## src/rtl/sdram_arb_pkg.sv

```systemverilog
// Shared types and helpers for the SDRAM command-port arbiter.
package sdram_arb_pkg;

    typedef enum logic [1:0] {
        IDLE,
        ISSUE,
        WAIT_RSP,
        ACK
    } state_t;

    // Width of a port index; never narrower than one bit.
    function automatic int port_idx_w(input int num_ports);
        return (num_ports > 1) ? $clog2(num_ports) : 1;
    endfunction

endpackage

```

## src/rtl/rr_pick.sv

```systemverilog
// Combinational round-robin picker over ports 1..NUM_PORTS-1, starting after last.
module rr_pick
    import sdram_arb_pkg::*;
#(
    parameter int NUM_PORTS = 3,
    parameter int IDX_W     = port_idx_w(NUM_PORTS)
) (
    input  logic [NUM_PORTS-1:0] req,
    input  logic [IDX_W-1:0]     last,
    output logic [IDX_W-1:0]     idx,
    output logic                 valid
);

    always_comb begin
        int               cand;
        logic [IDX_W-1:0] cand_idx;
        // NOTE: every output gets a default before the loop, otherwise the
        // paths that find no requester would infer latches.
        idx      = '0;
        valid    = 1'b0;
        cand     = 0;
        cand_idx = '0;
        for (int off = 1; off < NUM_PORTS; off++) begin
            // Map last+off into 1..NUM_PORTS-1, skipping the priority port.
            cand     = ((int'(last) + off - 1 + (NUM_PORTS - 1)) % (NUM_PORTS - 1)) + 1;
            cand_idx = IDX_W'(cand);
            if (!valid && req[cand_idx]) begin
                valid = 1'b1;
                idx   = cand_idx;
            end
        end
    end

endmodule

```

## src/rtl/sdram_arbiter.sv

```systemverilog
// Single-outstanding arbiter for the SDRAM controller command port:
// port 0 has capped fixed priority, the remaining ports share round-robin.
module sdram_arbiter
    import sdram_arb_pkg::*;
#(
    parameter int NUM_PORTS  = 3,
    parameter int ADDR_W     = 24,
    parameter int DATA_W     = 32,
    parameter int MAX_CONSEC = 4
) (
    input  logic                            clk,
    input  logic                            reset_i,
    input  logic [NUM_PORTS-1:0]            req_i,
    input  logic [NUM_PORTS-1:0]            we_i,
    input  logic [NUM_PORTS*ADDR_W-1:0]     addr_i,
    input  logic [NUM_PORTS*DATA_W-1:0]     wdata_i,
    input  logic [NUM_PORTS*DATA_W/8-1:0]   wmask_i,
    output logic [NUM_PORTS-1:0]            ack_o,
    output logic [DATA_W-1:0]               rdata_o,
    output logic                            cmd_valid_o,
    input  logic                            cmd_ready_i,
    output logic                            cmd_we_o,
    output logic [ADDR_W-1:0]               cmd_addr_o,
    output logic [DATA_W-1:0]               cmd_wdata_o,
    output logic [DATA_W/8-1:0]             cmd_wmask_o,
    input  logic                            rsp_valid_i,
    input  logic [DATA_W-1:0]               rsp_rdata_i,
    output logic [port_idx_w(NUM_PORTS)-1:0] grant_o,
    output logic                            busy_o
);

    localparam int IDX_W  = port_idx_w(NUM_PORTS);
    localparam int MASK_W = DATA_W / 8;
    localparam int CNT_W  = $clog2(MAX_CONSEC + 1);

    state_t           state;
    logic [IDX_W-1:0] rr_last;
    logic [CNT_W-1:0] consec_cnt;

    logic [ADDR_W-1:0] addr_a  [NUM_PORTS];
    logic [DATA_W-1:0] wdata_a [NUM_PORTS];
    logic [MASK_W-1:0] wmask_a [NUM_PORTS];

    for (genvar p = 0; p < NUM_PORTS; p++) begin : g_unpack
        assign addr_a[p]  = addr_i[p*ADDR_W +: ADDR_W];
        assign wdata_a[p] = wdata_i[p*DATA_W +: DATA_W];
        assign wmask_a[p] = wmask_i[p*MASK_W +: MASK_W];
    end

    logic             others_req;
    logic             cap_hit;
    logic             pick0;
    logic [IDX_W-1:0] rr_idx;
    logic             rr_valid;
    logic [IDX_W-1:0] win;

    rr_pick #(
        .NUM_PORTS (NUM_PORTS),
        .IDX_W     (IDX_W)
    ) u_rr_pick (
        .req   (req_i),
        .last  (rr_last),
        .idx   (rr_idx),
        .valid (rr_valid)
    );

    assign others_req = |req_i[NUM_PORTS-1:1];
    assign cap_hit    = (consec_cnt == CNT_W'(MAX_CONSEC)) && others_req;
    assign pick0      = req_i[0] && !cap_hit;
    // When port 0 loses, some other port is requesting, so rr_valid is set.
    assign win        = (pick0 || !rr_valid) ? '0 : rr_idx;

    // NOTE: all state here is sequential, so it is written with non-blocking
    // assignments only; blocking ones would race with the readers of these flops.
    always_ff @(posedge clk) begin
        if (reset_i) begin
            state       <= IDLE;
            rr_last     <= IDX_W'(NUM_PORTS - 1);
            consec_cnt  <= '0;
            ack_o       <= '0;
            rdata_o     <= '0;
            cmd_valid_o <= 1'b0;
            cmd_we_o    <= 1'b0;
            cmd_addr_o  <= '0;
            cmd_wdata_o <= '0;
            cmd_wmask_o <= '0;
            grant_o     <= '0;
            busy_o      <= 1'b0;
        end else begin
            ack_o <= '0;
            unique case (state)
                IDLE: begin
                    if (|req_i) begin
                        grant_o     <= win;
                        cmd_we_o    <= we_i[win];
                        cmd_addr_o  <= addr_a[win];
                        cmd_wdata_o <= wdata_a[win];
                        cmd_wmask_o <= wmask_a[win];
                        cmd_valid_o <= 1'b1;
                        busy_o      <= 1'b1;
                        state       <= ISSUE;
                        if (pick0) begin
                            // Only back-to-back wins against a waiting port count toward the cap.
                            if (!others_req)
                                consec_cnt <= '0;
                            else if (consec_cnt != CNT_W'(MAX_CONSEC))
                                consec_cnt <= consec_cnt + 1'b1;
                        end else begin
                            consec_cnt <= '0;
                            rr_last    <= rr_idx;
                        end
                    end
                end
                ISSUE: begin
                    if (cmd_ready_i) begin
                        cmd_valid_o <= 1'b0;
                        state       <= WAIT_RSP;
                    end
                end
                WAIT_RSP: begin
                    if (rsp_valid_i) begin
                        rdata_o         <= rsp_rdata_i;
                        ack_o[grant_o]  <= 1'b1;
                        state           <= ACK;
                    end
                end
                ACK: begin
                    busy_o <= 1'b0;
                    state  <= IDLE;
                end
                default: state <= IDLE;
            endcase
        end
    end

endmodule
```

## config.mk

```make
export PLATFORM = sky130hd
export DESIGN_NAME = sdram_arbiter
export DESIGN_NICKNAME = d
export VERILOG_FILES = /design/src/rtl/sdram_arb_pkg.sv /design/src/rtl/rr_pick.sv /design/src/rtl/sdram_arbiter.sv
export SDC_FILE = /design/constraint.sdc
export NUM_CORES = 1
export LEC_CHECK = 0
export BUFFER_PORTS_ARGS = -buffer_cell sky130_fd_sc_hd__buf_2
export CAP_MARGIN = 40
export CORE_AREA = 4 4 123 125
export CTS_BUF_LIST = sky130_fd_sc_hd__clkbuf_16
export CTS_CLUSTER_DIAMETER = 60
export DETAILED_ROUTE_END_ITERATION = 12
export DIE_AREA = 0 0 127 129
export GPL_ROUTABILITY_DRIVEN = 0
export PLACE_DENSITY = 0.68
export SETUP_SLACK_MARGIN = 0.1
export SKIP_CTS_REPAIR_TIMING = 1
export SYNTH_ARGS = -nofsm -noshare
export SYNTH_HDL_FRONTEND = slang
export SYNTH_SLANG_ARGS = --single-unit
```

## constraint.sdc

```tcl
create_clock -name clk -period 1.7 [get_ports clk]
set_input_delay 0.34 -clock clk [delete_from_list [all_inputs] [get_ports clk]]
set_output_delay 0.34 -clock clk [all_outputs]
set_load 0.005 [all_outputs]
```

==> impl_metrics.yaml <==
floorplanning:
  start_util: 0.327
  placementRows: 43
  dieArea_um2: 16400
  io_pins: 322
  core_area_um2: 13900
  die_y_um: 129
  die_w_um: 127
timing:
  clock_skew_ns: 0.00641
  tightest_slew_ns: 0.556
  hold_violations: 0
  hold_slack_ns: 0.228
  relSlewSlack: 0.624
  max_freq_mhz: 575
  rsz0062_at_grt: "true"
  min_period_ns: 1.74
  setup_viol: 23
  setup_ws_ns: -0.0377
  timing.final.crit_share: 1.02
  slew_violations: 0
yosys:
  yosysTopAreaCell: "dfxtp_1"
  synth-main-ff-cell: "dfxtp_1"
  syn_nets: 719
  synthTopCellsByArea: "dfxtp_1 47%, mux2i_1 14%, a22oi_1 10%, o21ai_1 6.6%, nand2_1 6.0%"
  syn_area_per_cell_um2: 9.25
  synth_top_area_share: 0.468
  syn_inst: 490
  yosysWarnings: 0
  synthTopCellsByCount: "106 x dfxtp_1, 72 x nand2_1, 62 x a22oi_1, 62 x mux2i_1, 60 x o21ai_1"
  synth.distinct_cells: 37
  syn_area_um2: 4530
  synth-edff-count: 0
  ys_seq_area_frac: 0.468
  ys_ff_latch: 106
  async_flop_share: 0
  synthMostInstantiatedCell: "dfxtp_1"
routing:
  via_per_inst: 4.95
  postRouteWirelength_um: 17600
  drtAntennaViolNets: 0
  drtIter0Drc: 188
  drtPass1Iterations: 4
  drc: 0
  vias: 5097
  wl_per_cell_um: 17.1
power:
  peakVddDrop_v: 0.000528
  leakage_nw: 3.69
  powerDensity_nw_per_um2: 1150
clock_network:
  cts_tree: "yes"
  cts_buffers: 9
  root_buffer: "clkbuf_16"
  clock_tree.buffer_depth: 2
  cts-htree-levels: 3
  clkSlewWorstSetupHoldPaths_ns: 0.07
  insertion_delay_ns: 0.34
  cts.sinks: 106
cells_and_area:
  postLayoutCoreUtil: 0.547
  final_nets: 1075
  area_growth_pct: 67.3
  drive_gt1_frac: 0.554
  antenna_cells: 0
  fill_cells: 1289
setup_path:
  reg2reg_slack_ns: -0.04
  worstPathMaxFanout: 12
  crit_family: "buffers and inverters"
  slowest_stage: "dfxtp_2"
  cp-end-kind: "flip-flop"
  path_buf_inv: 4
  critPathRequiredTime_ns: 1.92
  critPathLaunchType: "flip-flop"
  crit_chain: "inv_2 > ha_4 > a21boi_4 > nand3b_1 > buf_6 > buf_12 > buf_4 > mux2i_1 > o21ai_2"
  reg2reg_depth: 9
  r2r-start: "consec_cnt[0]$_SDFFE_PP0P_"
  r2r_end: "cmd_wdata_o[21]$_SDFFE_PP0P_"
  slowest_delay_ns: 0.33
  path_class: "flip-flop to flip-flop"
  worstPathArrival_ns: 1.96
grt:
  antenna_found_initial: 0
  grt_pass1_wl_um: 24400
  grt_start_max_net_pins: 36
  grt_pass1_vias: 4958
  grt_usage: 0.187
  grt-ovfl-total: 0
run_status:
  status: "finished, violations left"
  violations: "setup timing"
min_path:
  hold_depth: 3
  hold_path.class: "input pin to flip-flop"
  hold_end: "cmd_addr_o[0]$_SDFFE_PP0P_"
  worstHoldStart: "addr_i[48]"
place:
  dp_hpwl_um: 12600
  port_buffers: 321
flow_run:
  timing.max_cap.violations: 0
## routing by layer
layer	share of wire	track usage
met5	0	0
met2	0.52	0.346
met3	0.094	0.0648
met4	0.019	0.0662
met1	0.37	0.196
## metrics by stage
step | instances | setup TNS [ns] | setup WS, ns | total power [W] | cell area (um^2)
2_1_floorplan | 490 | 0 | 0.103 | 0.00471 | 4610
3_3_place_gp | 1000 | -0.0947 | -0.0225 | 0.00606 | 6710
3_5_place_dp | 1000 | -1.30 | -0.0588 | 0.00612 | 6710
4_1_cts | 1014 | -2.71 | -0.0797 | 0.00828 | 7010
5_1_grt | 1029 | -5.33 | -0.127 | 0.00923 | 7590
6_report | 1029 | -0.325 | -0.0377 | 0.00871 | 7590
## worst max path at each step
| stage | startpoint | endpoint | slack [ns] | depth (start not counted) |
|---|---|---|---|---|
| floorplan | consec_cnt[1]$_SDFFE_PP0P_ | cmd_addr_o[0]$_SDFFE_PP0P_ | 0.10 | 8 |
| global placement | consec_cnt[0]$_SDFFE_PP0P_ | cmd_wdata_o[12]$_SDFFE_PP0P_ | -0.02 | 8 |
| detailed placement | consec_cnt[0]$_SDFFE_PP0P_ | cmd_wdata_o[14]$_SDFFE_PP0P_ | -0.06 | 8 |
| CTS | consec_cnt[0]$_SDFFE_PP0P_ | cmd_wdata_o[7]$_SDFFE_PP0P_ | -0.08 | 7 |
| global route | consec_cnt[0]$_SDFFE_PP0P_ | cmd_wdata_o[21]$_SDFFE_PP0P_ | -0.13 | 9 |
| finish | consec_cnt[0]$_SDFFE_PP0P_ | cmd_wdata_o[21]$_SDFFE_PP0P_ | -0.04 | 9 |
## cells in the final DEF, fill, tap and decap left out, drive strengths merged, types with 2 or more instances in the layout
master  count
nand2b      2
nand2      72
nor4        2
dfxtp     106
nor3        2
clkinv      2
a22oi      62
nor4b       4
inv         5
nor2       12
a21oi      36
clkbuf     16
mux2i      62
buf       377
o21ai      61
bufinv      2
nor2b       4
ha          7
## power by group
group          internal, W  switching [W]
registers          0.00304       0.000288
logic              0.00166        0.00159
clock network      0.00126       0.000869
## cell families (layout without fill, tap and decap cells)
kind of cell	count (synthesis)	count (layout)	share of synthesized area
mux	62	62	0.137
flops	106	106	0.468
fa+ha+maj	7	7	0.0193
compound gates	167	167	0.226
buf+inv	43	402	0.0466
simple gates	105	105	0.103
## state kept, by name, indices dropped and copies added (netlist names), 2 cells and up
signal	flops
ack_o	3
cmd_addr_o	24
cmd_wdata_o	32
cmd_wmask_o	4
consec_cnt	3
grant_o	2
rdata_o	32
state	2
## worst register-to-register path, delay by kind of cell (launching register included)
kind | cells | cell delay, ns
simple gates | 1 | 0.17
mux | 1 | 0.24
compound gates | 2 | 0.25
fa+ha+maj | 1 | 0.16
flops | 1 | 0.33
buf+inv | 4 | 0.47
## final cells by class
cell class	instances	area, um^2	area share
Sequential cell	106	2120	0.280
Tap cell	180	225	0.0297
Inverter	4	15.0	0.00198
Clock buffer	9	225	0.0297
Timing Repair Buffer	384	2390	0.315
Clock inverter	5	72.6	0.00956
Multi-Input combinational cell	341	2530	0.334
No activity file was read; power rests on OpenSTA's default activity.
